==> config.mk <==
export PLATFORM = sky130hd
export DESIGN_NAME = mem_port_arbiter
export DESIGN_NICKNAME = d
export VERILOG_FILES = /design/src/rtl/mem_port_arbiter_pkg.sv /design/src/rtl/mem_port_arbiter_hold_counter.sv /design/src/rtl/mem_port_arbiter.sv
export SDC_FILE = /design/constraint.sdc
export NUM_CORES = 1
export LEC_CHECK = 0
export ABC_AREA = 0
export ABC_CLOCK_PERIOD_IN_PS = 3500
export CAP_MARGIN = 20
export CELL_PAD_IN_SITES_DETAIL_PLACEMENT = 1
export CELL_PAD_IN_SITES_GLOBAL_PLACEMENT = 2
export CORE_MARGIN = 2
export CORE_UTILIZATION = 11
export DETAILED_ROUTE_END_ITERATION = 10
export PLACE_DENSITY = 0.76
export REMOVE_ABC_BUFFERS = 1
export SLEW_MARGIN = 10
export SYNTH_ARGS = -nofsm -noshare
export SYNTH_HDL_FRONTEND = slang
export SYNTH_SLANG_ARGS = --single-unit
export TNS_END_PERCENT = 20
==> constraint.sdc <==
create_clock -name clock -period 3.5 [get_ports clock]
set_clock_uncertainty 0.15 [all_clocks]
set_input_delay 0.7 -clock clock [delete_from_list [all_inputs] [get_ports clock]]
set_output_delay 0.7 -clock clock [all_outputs]
set_load 0.01 [all_outputs]
==> src/rtl/mem_port_arbiter_pkg.sv <==
// Shared types for the two-requester memory port arbiter: FSM states,
// requester id and the per-requester request bundle.
package mem_port_arbiter_pkg;

  // Request bundles carry a fixed-width address; the top slices it back down.
  localparam int ADDR_MAX = 32;
  localparam int HOLD_W   = 8;

  typedef enum logic [1:0] {
    ST_IDLE = 2'd0,
    ST_OWN0 = 2'd1,
    ST_OWN1 = 2'd2
  } state_t;

  typedef logic req_id_t;

  typedef struct packed {
    logic                write;
    logic [ADDR_MAX-1:0] addr;
    logic [31:0]         wdata;
    logic [3:0]          byteen;
  } req_t;

  function automatic state_t own_state(input req_id_t id);
    return id ? ST_OWN1 : ST_OWN0;
  endfunction

endpackage

==> src/rtl/mem_port_arbiter_hold_counter.sv <==
// Saturating count of consecutive beats granted to the current owner.
// clear starts a new run at one beat; increment extends it up to MAX_HOLD.
module mem_port_arbiter_hold_counter
  import mem_port_arbiter_pkg::*;
#(
  parameter int MAX_HOLD = 8
) (
  input  logic clock,
  input  logic reset,
  input  logic clear,
  input  logic increment,
  output logic at_limit
);

  localparam logic [HOLD_W-1:0] LIMIT = HOLD_W'(MAX_HOLD);

  logic [HOLD_W-1:0] count;

  // NOTE: sequential state is written with <= so every flop samples pre-edge values.
  always_ff @(posedge clock or posedge reset) begin
    if (reset) begin
      count <= '0;
    end else if (clear) begin
      count <= HOLD_W'(1);
    end else if (increment && count != LIMIT) begin
      count <= count + HOLD_W'(1);
    end
  end

  assign at_limit = (count == LIMIT);

endmodule

==> src/rtl/mem_port_arbiter.sv <==
// Two-requester arbiter for a single-ported memory: sticky ownership with a
// bounded hold under contention, plus a one-deep read-return tag.
module mem_port_arbiter
  import mem_port_arbiter_pkg::*;
#(
  parameter int ADDR_WIDTH = 12,
  parameter int MAX_HOLD   = 8
) (
  input  logic                  clock,
  input  logic                  reset,
  input  logic                  req0_valid,
  output logic                  req0_ready,
  input  logic                  req0_write,
  input  logic [ADDR_WIDTH-1:0] req0_addr,
  input  logic [31:0]           req0_wdata,
  input  logic [3:0]            req0_byteen,
  output logic                  req0_rvalid,
  output logic [31:0]           req0_rdata,
  input  logic                  req1_valid,
  output logic                  req1_ready,
  input  logic                  req1_write,
  input  logic [ADDR_WIDTH-1:0] req1_addr,
  input  logic [31:0]           req1_wdata,
  input  logic [3:0]            req1_byteen,
  output logic                  req1_rvalid,
  output logic [31:0]           req1_rdata,
  output logic                  mem_en,
  output logic                  mem_write,
  output logic [ADDR_WIDTH-1:0] mem_addr,
  output logic [31:0]           mem_wdata,
  output logic [3:0]            mem_byteen,
  input  logic [31:0]           mem_rdata,
  output logic                  owner,
  output logic                  busy
);

  state_t  state, state_next;
  req_id_t sel_id, last_served, tag_id;
  logic    sel_valid, accept, same_owner, at_limit, tag_valid;
  logic [1:0] valid;
  req_t    r0, r1, mem_req;
  logic    unused_addr_bits;

  assign valid = {req1_valid, req0_valid};
  assign r0 = '{write: req0_write, addr: ADDR_MAX'(req0_addr), wdata: req0_wdata, byteen: req0_byteen};
  assign r1 = '{write: req1_write, addr: ADDR_MAX'(req1_addr), wdata: req1_wdata, byteen: req1_byteen};

  // NOTE: reset is asynchronous, so the combinational grant is also masked by it
  // to keep every output at zero while reset is held, independent of the clock.
  assign accept     = sel_valid && !reset;
  assign same_owner = (state == own_state(sel_id));

  always_ff @(posedge clock or posedge reset) begin
    if (reset) state <= ST_IDLE;
    else       state <= state_next;
  end

  // An owner keeps the port unless it drops valid or has used up its hold
  // while the other side waits; from IDLE, contention goes to the side not served last.
  always_comb begin
    sel_id    = ~last_served;
    sel_valid = 1'b0;
    case (state)
      ST_OWN0: begin
        sel_id    = (valid[0] && !(at_limit && valid[1])) ? 1'b0 : 1'b1;
        sel_valid = valid[sel_id];
      end
      ST_OWN1: begin
        sel_id    = (valid[1] && !(at_limit && valid[0])) ? 1'b1 : 1'b0;
        sel_valid = valid[sel_id];
      end
      default: begin
        sel_id    = (&valid) ? ~last_served : valid[1];
        sel_valid = |valid;
      end
    endcase
    state_next = (sel_valid && !reset) ? own_state(sel_id) : ST_IDLE;
  end

  always_comb begin
    mem_req     = accept ? (sel_id ? r1 : r0) : '0;
    req0_ready  = accept && !sel_id;
    req1_ready  = accept && sel_id;
    owner       = accept && sel_id;
    busy        = accept;
    mem_en      = accept;
    mem_write   = mem_req.write;
    mem_addr    = mem_req.addr[ADDR_WIDTH-1:0];
    mem_wdata   = mem_req.wdata;
    mem_byteen  = mem_req.byteen;
    req0_rvalid = tag_valid && !tag_id;
    req1_rvalid = tag_valid && tag_id;
    req0_rdata  = req0_rvalid ? mem_rdata : '0;
    req1_rdata  = req1_rvalid ? mem_rdata : '0;
  end

  // Bits above ADDR_WIDTH only exist to fit the fixed-width request bundle.
  assign unused_addr_bits = ^mem_req.addr;

  always_ff @(posedge clock or posedge reset) begin
    if (reset) begin
      last_served <= 1'b1;
      tag_valid   <= 1'b0;
      tag_id      <= 1'b0;
    end else begin
      if (accept) last_served <= sel_id;
      tag_valid <= accept && !mem_req.write;
      tag_id    <= sel_id;
    end
  end

  mem_port_arbiter_hold_counter #(
    .MAX_HOLD (MAX_HOLD)
  ) u_hold (
    .clock     (clock),
    .reset     (reset),
    .clear     (accept && !same_owner),
    .increment (accept && same_owner),
    .at_limit  (at_limit)
  );

endmodule

# == Word level (Yosys, flattened, before mapping) ==
# Cells that the tools add are included.
# classes
n_lt_le_gt_ge,2
n_addsub,1
n_eq_ne,5
mux,17
n_bitwise,1
reduce_logical,23
# op_table
op,n
69-bit 2-to-1 mux,2
32-bit 2-to-1 mux,2
8-bit 2-to-1 mux,2
1-bit logical AND,13
8-bit by 1-bit adder with 8-bit output (second input constant),1
8-bit by 4-bit equality test with 1-bit output (second input constant),1
8-bit by 4-bit inequality test with 1-bit output (second input constant),1
1-bit logical NOT,7
1-bit 2-to-1 mux,7
1-bit by 2-bit < comparator with 1-bit output (second input constant),2
2-bit 2-to-1 mux,2
1-bit one-hot mux with 2 select lines,2
2-bit by 1-bit equality test with 1-bit output (second input constant),1
2-bit equality test,1
2-bit equality test (second input constant),1
2-bit AND reduction,1
2-bit nonzero test,1
2-bit OR reduction,1
1-bit NOT,1
# totals
regBits,13
out_inout_bits,120
wordCells,54

# == Logic depth before layout (Yosys ltp) ==
# logic_depth
depth_word,13
ltp_mapped,9

# == By module ==
# From an unflattened synthesis, not the netlist that was laid out.
# hier_totals
hier_cells,337
area_unflattened_um2,2134.5
# by_module_without_submodules
mod,cells_each,area_each_um2,instances
mem_port_arbiter,290,1681.6,1
mem_port_arbiter_hold_counter,47,452.9,1

# == Worst setup path before layout ==
# Ideal clock, no wire load.
# synth_path
path_kind,input port to output port
from,in reset
to,out mem_en
t_required_ns,2.650
setup_slack_ns,0.457
n_path_buf,3
cell_stages,6
arrival_ns,2.193
cell_sequence,inv_1 -> o21ai_1 -> inv_1 -> clkbuf_1 -> clkbuf_1 -> buf_4
# synth_via
elab_chain_len,2
# synth_rtl
element,line_no,rtl
start: declaration,mem_port_arbiter.sv:10,"input logic reset,"
1-bit logical NOT (no line),-,
1-bit logical AND,mem_port_arbiter.sv:50,assign accept = sel_valid && !reset;
end: declaration,mem_port_arbiter.sv:27,"output logic mem_en,"
# No other way between the ends.

# == Worst setup path after layout ==
# layout_path
from,reg u_hold.count[1]
to,out mem_addr[6]
# layout_via
elab_chain_len,10
word_cells_on_any_way,18
classes_between,eq/ne: 1; mux: 10; reduce/logical: 7
# layout_rtl
element,line_no,rtl
start: declaration,mem_port_arbiter_hold_counter.sv:17,logic [HOLD_W-1:0] count;
start signal: assignment,mem_port_arbiter_hold_counter.sv:26,count <= count + HOLD_W'(1);
8-bit by 4-bit equality test with 1-bit output *,mem_port_arbiter_hold_counter.sv:30,assign at_limit = (count == LIMIT);
1-bit logical AND,mem_port_arbiter.sv:69,sel_id = (valid[1] && !(at_limit && valid[0])) ? 1'b1 : 1'b0;
1-bit logical NOT,mem_port_arbiter.sv:69,
1-bit logical AND,mem_port_arbiter.sv:69,
1-bit 2-to-1 mux,mem_port_arbiter.sv:69,
1-bit 2-to-1 mux (implied by the code) (2 in a row),mem_port_arbiter.sv:70,sel_valid = valid[sel_id];
1-bit one-hot mux with 2 select lines,mem_port_arbiter.sv:63,case (state)
1-bit logical AND,mem_port_arbiter.sv:50,
69-bit 2-to-1 mux *,mem_port_arbiter.sv:81,mem_req = accept ? (sel_id ? r1 : r0) : '0;
end: declaration,mem_port_arbiter.sv:29,"output logic [ADDR_WIDTH-1:0] mem_addr,"
# Every way passes the cells marked *; elsewhere a longest branch is shown, timed or not. The select of a mux whose other input is x is not followed.

==> impl_metrics.ini <==
[timing]
hold_slack_ps = 376
hold_violations = 0
report.final.slew_viol_count = 0
setup_viol = 0
worstMarginPinSlew_ps = 377
setup_slack_ps = 87.4
rsz0062_at_grt = yes
min_period_ps = 3410
timing.final.crit_share = 0.975
slew_headroom = 0.748
timing.fmax_mhz = 293

[place]
gp_congestion = 0.828
dp.cells = 763
placed_area_um2 = 5030
post-dp-hpwl_um = 9320
post-place-ws_ps = -342
io_buffers = 253

[floorplan]
die_h_um = 139
num_rows = 49
core-area_um2 = 18000
dieArea_um2 = 19400
ioPinCount = 254
initial_core_util = 0.112
die_w_um = 139

[logic_synthesis]
yosys.area.top_type = mux2i_1
syn_inst = 276
synth_top_cell_area_share = 0.244
ys_types = 33
synth_async_sr_flop_share = 1.00
synth_area_um2 = 2010
synth-seq-area-share = 0.163
synth.most_common_cell = nor2_1
netlist_top_cells_count = nor2_1 (57), mux2i_1 (49), and3_1 (35)
synth.area.top_cells = mux2i_1 (24%), dfrtp_1 (15%), and3_1 (11%)
synthFlopType = dfrtp_1
syn_area_per_cell_um2 = 7.28
synth_edf_count = 0
yosys_register_bits = 13
yosys_warnings = 0

[worst_hold_path]
hold_path.class = flop to flop

[setup_path]
r2r_cells = 9
crit_required_ps = 2650
r2r-end = u_hold.count[0]$_DFFE_PP0P_
cp-endpoint = mem_addr[6]
reg2reg_slack_ps = 960
critPathLaunchType = flop
cp_max_fo = 10
crit_start = u_hold.count[1]$_DFFE_PP0P_
cp-end-kind = primary output
path_class = flop to primary output
arrival_ps = 2560
r2r_start = state[0]$_DFF_PP0_

[power]
power.internal_w = 0.000921
p_leak_nw = 2.57
pwr-share-comb = 0.716
powerDensity_nw_per_um2 = 269
peakVddDrop_v = 0.000137
p_seq_frac = 0.126
power.switching_w = 0.000496
swShare = 0.350
power.clock.fraction = 0.158

[clock_tree]
numCtsBuffers = 3
cts_root_buffer = clkbuf_16
clock_latency_ps = 250
cts.sinks = 13
hold_buffers = 0
cts_tree = yes
htreeDepth = 1
clk_pin_slew_ps = 50
cts_buffer_depth = 2

[route]
wl_met2_um = 5620
wl_met3_um = 974
drt_iter0_drc = 51
wl_met1_um = 4600
dr.pass1.iters = 4
vias = 3102
routedWlPerCell_um = 14.6
post-route-drc-count = 0
vias_per_cell = 4.01
top_layer = met4
postRouteAntennaNets = 0
wirelength_um = 11300

[cells_and_area]
layoutNonFillerInstCount = 774
final_core_util = 0.293
nNetsFinal = 683
syn_to_final_growth_pct = 162
fin_area_um2 = 5260
drive_above_1_share = 0.107

[job]
cap_violations = 0

[global_routing]
grt_max_degree = 35
antenna_found_initial = 1
grt_use_total = 0.108
grt_pass1_wl_um = 17300
globalRouteOverflowTotal = 0
grt_pass1_vias = 3189

[status]
status = completed
[layout by cell type (no fill, tap or decap), types with 6 or more instances in the layout]
master           count
nand2_1              7
clkdlybuf4s50_1    200
inv_1                8
and3_1              35
dlygate4sd2_1       46
dfrtp_1             12
a21oi_1              7
and2_1              34
dlymetal6s2s_1       7
buf_12               7
nand3_1              6
buf_4               26
nor2_1              56
mux2i_1             43
[worst min path at each step]
stage,endpoint,slack (ps),startpoint,depth (start not counted)
after detailed placement,last_served$_DFFE_PP1P_,360,last_served$_DFFE_PP1P_,2
after floorplan,last_served$_DFFE_PP1P_,330,last_served$_DFFE_PP1P_,2
final,last_served$_DFFE_PP1P_,380,last_served$_DFFE_PP1P_,2
after CTS,last_served$_DFFE_PP1P_,370,last_served$_DFFE_PP1P_,2
after global placement,last_served$_DFFE_PP1P_,350,last_served$_DFFE_PP1P_,2
after global routing,last_served$_DFFE_PP1P_,390,last_served$_DFFE_PP1P_,2
[worst max-delay path, cell delays in order (launching register included)]
cell	delay [ps]
dfrtp_1	340
inv_1	60
ha_1	190
nor3b_2	160
buf_4	160
and4bb_2	260
nor3_4	140
buf_4	150
buf_12	120
buf_12	150
mux2i_4	240
nor2_1	60
dlygate4sd2_1	280
[cell families after synthesis]
logic type | after synthesis | share of synthesized area
buf+inv | 32 | 0.0748
compound gates | 21 | 0.0660
simple gates | 156 | 0.416
fa+ha+maj | 4 | 0.0249
mux | 50 | 0.255
flops | 13 | 0.163
[registers in the layout, indices dropped and copies added (netlist names)]
signal        count
state             2
tag_valid         1
last_served       1
tag_id            1
u_hold.count      8
[layer usage]
metal	up-vias	GRT usage
met3	7	0.0269
met5	-	0
li1	1479	-
met2	180	0.205
met4	0	0.0213
met1	1436	0.123
[final cells by class]
class	instances	area [µm²]
multi-input cells	231	1650
fillers	2145	12700
flip-flops and latches	13	327
clock buffers	4	78.8
well taps	229	287
inverters	8	30.0
diodes	1	2.50
repair buffers	288	2890
[stage by stage]
step	total power (W)	TNS [ps]
final	0.00142	0
after global routing	0.00151	-470
after floorplan	0.000626	-260290
after global placement	0.00112	-11440
after CTS	0.00140	-940
after detailed placement	0.00114	-13990
[power groups by stage]
stage	Clock, W	Combinational [W]	Sequential [W]
6_report	0.000224	0.00101	0.000179
3_3_place_gp	0	0.000944	0.000180
5_1_grt	0.000238	0.00109	0.000181
2_1_floorplan	0	0.000429	0.000196
3_5_place_dp	0	0.000961	0.000181
4_1_cts	0.000231	0.000993	0.000179
[timing repair]
item,CTS,global route
pin swaps,2,1
resized for setup,58,12
gates cloned,1,1
buffers inserted,2,2
endpoints found under the setup margin,51,49
Power figures use the tool's default switching activity.
